[src/rtl/frame_fetch_ctrl.sv]
`default_nettype none
// ============================================================================
// Module      : frame_fetch_ctrl
// Description : Display-side read scheduler for the PROM->FIFO pixel loader.
//               Places the upscaled image in a panel window, gates loader
//               reads to that window and emits registered RGB888 pixels.
// Revision    : 1.0 - initial release
// ============================================================================
module frame_fetch_ctrl #(
    parameter int          IMG_W        = 450,
    parameter int          IMG_H        = 450,
    parameter int          X_OFF        = 175,
    parameter int          Y_OFF        = 15,
    parameter int          PRIME_CYCLES = 64,
    parameter logic [23:0] BORDER_RGB   = 24'h000000,
    parameter logic [23:0] UFLOW_RGB    = 24'hFF0000
) (
    input  logic        clk,
    input  logic        rst_n,
    input  logic        i_enable,
    input  logic        i_vsync,
    input  logic        i_de,
    input  logic        i_valid,
    input  logic [7:0]  i_data,
    input  logic        i_clr_err,
    output logic        o_next,
    output logic [23:0] o_rgb,
    output logic        o_de,
    output logic        o_vsync,
    output logic        o_underflow,
    output logic [15:0] o_frame_cnt
);

    localparam logic [1:0] c_IDLE   = 2'd0;
    localparam logic [1:0] c_SYNC   = 2'd1;
    localparam logic [1:0] c_PRIME  = 2'd2;
    localparam logic [1:0] c_ACTIVE = 2'd3;

    localparam int              c_PW         = (PRIME_CYCLES > 1) ? $clog2(PRIME_CYCLES) : 1;
    localparam logic [c_PW-1:0] c_PRIME_LAST = c_PW'(PRIME_CYCLES - 1);
    localparam logic [10:0]     c_X_LO       = 11'(X_OFF);
    localparam logic [10:0]     c_X_HI       = 11'(X_OFF + IMG_W);
    localparam logic [10:0]     c_Y_LO       = 11'(Y_OFF);
    localparam logic [10:0]     c_Y_HI       = 11'(Y_OFF + IMG_H);
    localparam logic [9:0]      c_CNT_MAX    = 10'h3FF;

    logic [1:0]      r_state;
    logic [1:0]      w_state_nxt;
    logic            w_frame_inc;
    logic [c_PW-1:0] r_prime_cnt;
    logic [9:0]      r_x_cnt;
    logic [9:0]      r_y_cnt;
    logic [23:0]     r_rgb;
    logic            r_de;
    logic            r_vsync;
    logic            r_underflow;
    logic [15:0]     r_frame_cnt;
    logic            w_in_win;

    always_comb begin
        w_state_nxt = r_state;
        w_frame_inc = 1'b0;
        case (r_state)
            c_IDLE:   if (!i_vsync) w_state_nxt = c_SYNC;
            c_SYNC:   if (i_vsync) w_state_nxt = i_enable ? c_PRIME : c_IDLE;
            c_PRIME: begin
                if (!i_vsync)
                    w_state_nxt = c_SYNC;
                else if (r_prime_cnt == c_PRIME_LAST)
                    w_state_nxt = c_ACTIVE;
            end
            c_ACTIVE: begin
                if (!i_vsync) begin
                    w_state_nxt = c_SYNC;
                    w_frame_inc = 1'b1;
                end
            end
            default:  w_state_nxt = c_IDLE;
        endcase
    end

    always_ff @(posedge clk or negedge rst_n) begin
        if (!rst_n) begin
            r_state     <= c_IDLE;
            r_prime_cnt <= '0;
            r_frame_cnt <= '0;
        end else begin
            r_state <= w_state_nxt;
            // Counter only runs while staying in PRIME, so each entry starts from zero.
            if (r_state == c_PRIME && w_state_nxt == c_PRIME)
                r_prime_cnt <= r_prime_cnt + 1'b1;
            else
                r_prime_cnt <= '0;
            if (w_frame_inc)
                r_frame_cnt <= r_frame_cnt + 16'd1;
        end
    end

    // Raster position: x counts DE cycles, y counts completed DE runs since vsync.
    always_ff @(posedge clk or negedge rst_n) begin
        if (!rst_n) begin
            r_x_cnt <= '0;
            r_y_cnt <= '0;
        end else begin
            if (!i_de)
                r_x_cnt <= '0;
            else if (r_x_cnt != c_CNT_MAX)
                r_x_cnt <= r_x_cnt + 10'd1;
            if (!i_vsync)
                r_y_cnt <= '0;
            else if (r_de && !i_de && r_y_cnt != c_CNT_MAX)
                r_y_cnt <= r_y_cnt + 10'd1;
        end
    end

    assign w_in_win = (r_state == c_ACTIVE) && i_vsync && i_de &&
                      ({1'b0, r_x_cnt} >= c_X_LO) && ({1'b0, r_x_cnt} < c_X_HI) &&
                      ({1'b0, r_y_cnt} >= c_Y_LO) && ({1'b0, r_y_cnt} < c_Y_HI);

    assign o_next = w_in_win && i_valid;

    always_ff @(posedge clk or negedge rst_n) begin
        if (!rst_n) begin
            r_rgb       <= '0;
            r_de        <= 1'b0;
            r_vsync     <= 1'b1;
            r_underflow <= 1'b0;
        end else begin
            r_de    <= i_de;
            r_vsync <= i_vsync;
            if (!i_de)
                r_rgb <= '0;
            else if (!w_in_win)
                r_rgb <= BORDER_RGB;
            else if (i_valid)
                r_rgb <= {i_data, i_data, i_data};
            else
                r_rgb <= UFLOW_RGB;
            if (w_in_win && !i_valid)
                r_underflow <= 1'b1;
            else if (i_clr_err)
                r_underflow <= 1'b0;
        end
    end

    assign o_rgb       = r_rgb;
    assign o_de        = r_de;
    assign o_vsync     = r_vsync;
    assign o_underflow = r_underflow;
    assign o_frame_cnt = r_frame_cnt;

endmodule
`default_nettype wire

[config.mk]
export PLATFORM = sky130hd
export DESIGN_NAME = frame_fetch_ctrl
export DESIGN_NICKNAME = d
export VERILOG_FILES = /design/src/rtl/frame_fetch_ctrl.sv
export SDC_FILE = /design/constraint.sdc
export NUM_CORES = 1
export LEC_CHECK = 0
export BUFFER_PORTS_ARGS = -buffer_cell sky130_fd_sc_hd__buf_2
export CAP_MARGIN = 20
export CORE_MARGIN = 1.5
export CORE_UTILIZATION = 55
export DETAILED_ROUTE_END_ITERATION = 6
export PLACE_DENSITY = 0.79
export SYNTH_ARGS = -nofsm -noshare
export SYNTH_HDL_FRONTEND = slang
export SYNTH_SLANG_ARGS = --single-unit
[constraint.sdc]
create_clock -name clk -period 2.3 [get_ports clk]
set_input_delay 0 -clock clk [delete_from_list [all_inputs] [get_ports clk]]
set_output_delay 0 -clock clk [all_outputs]
set_load 0.01 [all_outputs]
==> results by group <==
Outcome
  • Status: complete, no violations

Synthesis
  • Total standard cell area after synthesis: 3166 um^2
  • Largest area contributor in the netlist: dfrtp_1
  • Proportion of register bits with asynchronous set or reset after synthesis: 100.0%
  • Number of enable-type register cells in the synthesized netlist: 0
  • Top-area cell type share of the netlist area: 49.01%
  • Post-synthesis share of cell area spent on xor and xnor gates: 8.300%
  • Yosys reg bits: 63
  • Syn_nets: roughly 330
  • Simple logic cell fraction of the synthesized area: 22.49%
  • Syn Inst Count: 301
  • Leading post-synthesis cells by instance count: dfrtp_1, nor2_1, xnor2_1, nand2_1
  • Combinational family with the most area after synthesis: simple AND/OR/NAND/NOR gates
  • Mean cell area of the mapped netlist: 10.52 um^2
  • Post-Synth Adder-Cell Area: 3.557%
  • Cell variety after synth: 53
  • Dominant cells by area after synthesis: dfrtp_1, xnor2_1, ha_1
  • Most instantiated flip-flop cell in the synthesis netlist: dfrtp_1
  • Number of warnings reported in the yosys synthesis log: 0
  • Sequential-to-total area share from yosys stat: about half
  • Fraction of the mapped netlist area in compound gates: a little over 9%
  • Most common cell in the synthesized netlist: dfrtp_1
  • Multiplexer area fraction after synthesis: 0.9881%

Timing
  • Achievable frequency: 475.6 MHz
  • Number of max-slew violations in the final report: 0
  • Number of failing hold endpoints at the final stage: 0
  • RSZ-0062 raised after global routing: no
  • Worst slew pin tran: 0.7492 ns
  • Final number of setup-violating endpoints: 0
  • Relative max-transition margin: around half
  • Worst Skew: 0.01184 ns
  • Final TNS setup: 0 ns
  • Fin crit share: 91.42%
  • Final period demand of the worst path: about 2.1 ns

Clocking
  • Skew-Pair Late Insertion Delay: 0.34 ns
  • Clock buffer depth: 2
  • Total number of clock tree sinks: 63
  • Number of CTS-inserted buffers: 9
  • Cell at the root of the clock tree: clkbuf_8
  • Number of H-tree levels: 3
  • Clock slew at the register clock pins of the worst setup and hold paths: ~0.070 ns
  • CTS tree: done

Final layout
  • Area added between synthesis and finish: 21.58%
  • Number of nets in the finished design: 400
  • Final cell count without fillers: 453
  • Fillers: 411
  • Layout cell share with drive strength beyond 1: 25.72%
  • Final antenna diode count: 0

Floorplanning
  • Overall die area: 6220 um^2
  • Number of ports placed on the die boundary: 59
  • Die Y-Extent: 78.87 um
  • Placement Rows: 27
  • Die extent in x: 78.87 um
  • Area of the core: 5540 um^2
  • Starting density of the core: approximately 57%

Worst setup path
  • Crit end category: output pin
  • CP startpoint kind: flip-flop
  • Critical-path maximum fanout: 18
  • Required time worst endpoint: 2.30 ns
  • Arrival time of the worst setup path: 2.10 ns
  • Worst setup path category: flip-flop to output pin

Place
  • Placed cells: 416
  • Global placement routability congestion: 0.8291
  • IO Port Bufs: 58
  • DP HPWL: 4047 um

GRT
  • Maximum number of pins on one net before global-route repair: 64
  • Antenna violations before repair: 0
  • Leftover overflow at the end of global routing: 0
  • Global Route Usage Sum: roughly 23%
  • Number of global-route vias before repair: 2434
  • First-pass GRT wire length: 11090 um

Detailed routing
  • Routed wire length: ~6500 um
  • Total via count in the routed design: about 2500
  • First-iteration detailed-routing DRC count: roughly 260
  • Via count normalized by instance count: 5.556
  • Routed wire per std cell: 14.30 um
  • Iteration count of the initial detailed-routing pass: 4
  • DRC errors left: 0
  • Number of nets still failing antenna checks after routing: 0

Power and ir drop
  • Total leakage power: 1.748 nW
  • PnR Total Power: 0.002464 W
  • Power density over cell area: about 640 nW/um^2
  • Worst vdd ir: 0.0004421 V

Worst hold path
  • Class of the most critical hold timing path: primary input to flip-flop

Run
  • Max_cap viols: 0
layout make-up:
| type | instances | area, um^2 | area share [%] |
|---|---|---|---|
| timing repair buffer | 80 | 508.0 | 13.20 |
| inverter | 19 | 71.32 | 1.853 |
| clock inverter | 3 | 17.52 | 0.4551 |
| multi-input combinational | 203 | 1415 | 36.77 |
| sequential | 63 | 1578 | 40.99 |
| clock buffer | 13 | 168.9 | 4.389 |
| tap | 72 | 90.09 | 2.341 |
registers in the layout, indices dropped and copies added, names as in the netlist:
name / cells
o_frame_cnt: 16
o_rgb: 16
r_x_cnt: 10
r_y_cnt: 10
r_prime_cnt: 6
r_state: 2
o_de: 1
o_underflow: 1
o_vsync: 1
cell families (layout without fill, tap and decap cells):
group,Yosys count,count (layout)
and+or+nand+nor,126,126
buffers and inverters,35,115
muxes,3,3
xor gates and xnor gates,30,30
AOI/OAI and AO/OA,35,35
adders and majority gates,9,9
DFF,63,63
routing by layer:
metal	global-route usage (%)	up-vias	part of all wire (%)
met3	3.793	19	4.6
met5	0	-	0
li1	-	1198	-
met2	36.12	70	50
met4	11.93	0	3.1
met1	30.42	1230	42
stage by stage:
| step | utilization, % | hold slack, ns | area (um^2) | setup slack, ns |
|---|---|---|---|---|
| global route | 69.47 | 0.3170 | 3849 | 0.07140 |
| CTS | 69.31 | 0.2658 | 3840 | 0.1661 |
| detailed placement | 62.15 | 0.2080 | 3443 | 0.4485 |
| global placement | 62.15 | 0.2012 | 3443 | 0.5294 |
| finish | 69.47 | 0.2586 | 3849 | 0.1973 |
| floorplan | - | -0.2956 | 3166 | 0.7006 |
final timing paths:
check,endpoint,depth (start not counted),start,slack [ns]
worst min-delay path,r_state[1]$_DFF_PN0_,4,i_enable,0.26
worst min register to register,o_frame_cnt[15]$_DFFE_PN0P_,1,o_frame_cnt[15]$_DFFE_PN0P_,0.47
max in group asynchronous,r_state[1]$_DFF_PN0_,3,rst_n,1.46
worst max-delay path,o_next,5,r_x_cnt[7]$_DFFE_PN0P_,0.20
worst max register to register,o_rgb[11]$_DFF_PN0_,4,r_x_cnt[7]$_DFFE_PN0P_,0.49
min in group asynchronous,o_frame_cnt[10]$_DFFE_PN0P_,3,rst_n,0.35
cells in the final DEF, fill, tap and decap left out, types with 2 or more instances in the layout:
cell	netlist	final
dfrtp_1	62	62
buf_2	4	58
nor2_1	29	29
xnor2_1	23	23
nand2_1	22	22
dlygate4sd3_1	0	21
inv_1	17	17
nor3_1	17	17
nand3_1	16	16
clkbuf_8	0	12
nor3_2	11	11
ha_1	9	9
xor2_1	7	7
nand4_1	6	6
a21oi_1	6	6
and3_1	4	4
o21ai_0	4	4
nor4_1	4	4
and4_1	3	3
a311oi_1	3	3
a31oi_1	2	2
o211ai_1	2	2
nor3b_2	2	2
nand4b_1	2	2
clkinv_1	2	2
nor4_2	2	2
or3_1	2	2
o31ai_1	2	2
mux2i_1	2	2
a211oi_1	2	2
clkinv_2	0	2
critical path, stage by stage (launching register included):
cell and delay, ns:
dfrtp_1 0.47, nor3b_2 0.34, nand4_1 0.19, o22ai_4 0.51
nor3_2 0.07, buf_2 0.17
power by group:
group | internal [W] | leakage (nW) | switching (W) | total [W]
Combinational | 0.000152 | 0.793 | 0.000198 | 0.000351
Sequential | 0.00116 | 0.860 | 0.0000546 | 0.00121
Clock | 0.000476 | 0.0954 | 0.000424 | 0.000900
timing repair:
action | CTS | global route
hold endpoints to repair | 82 | 0
setup buffers | 0 | 0
endpoints found under the setup margin | 0 | 1
gates resized for setup | 0 | 1
hold buffers | 21 | 0
Power figures use the tool's default switching activity.
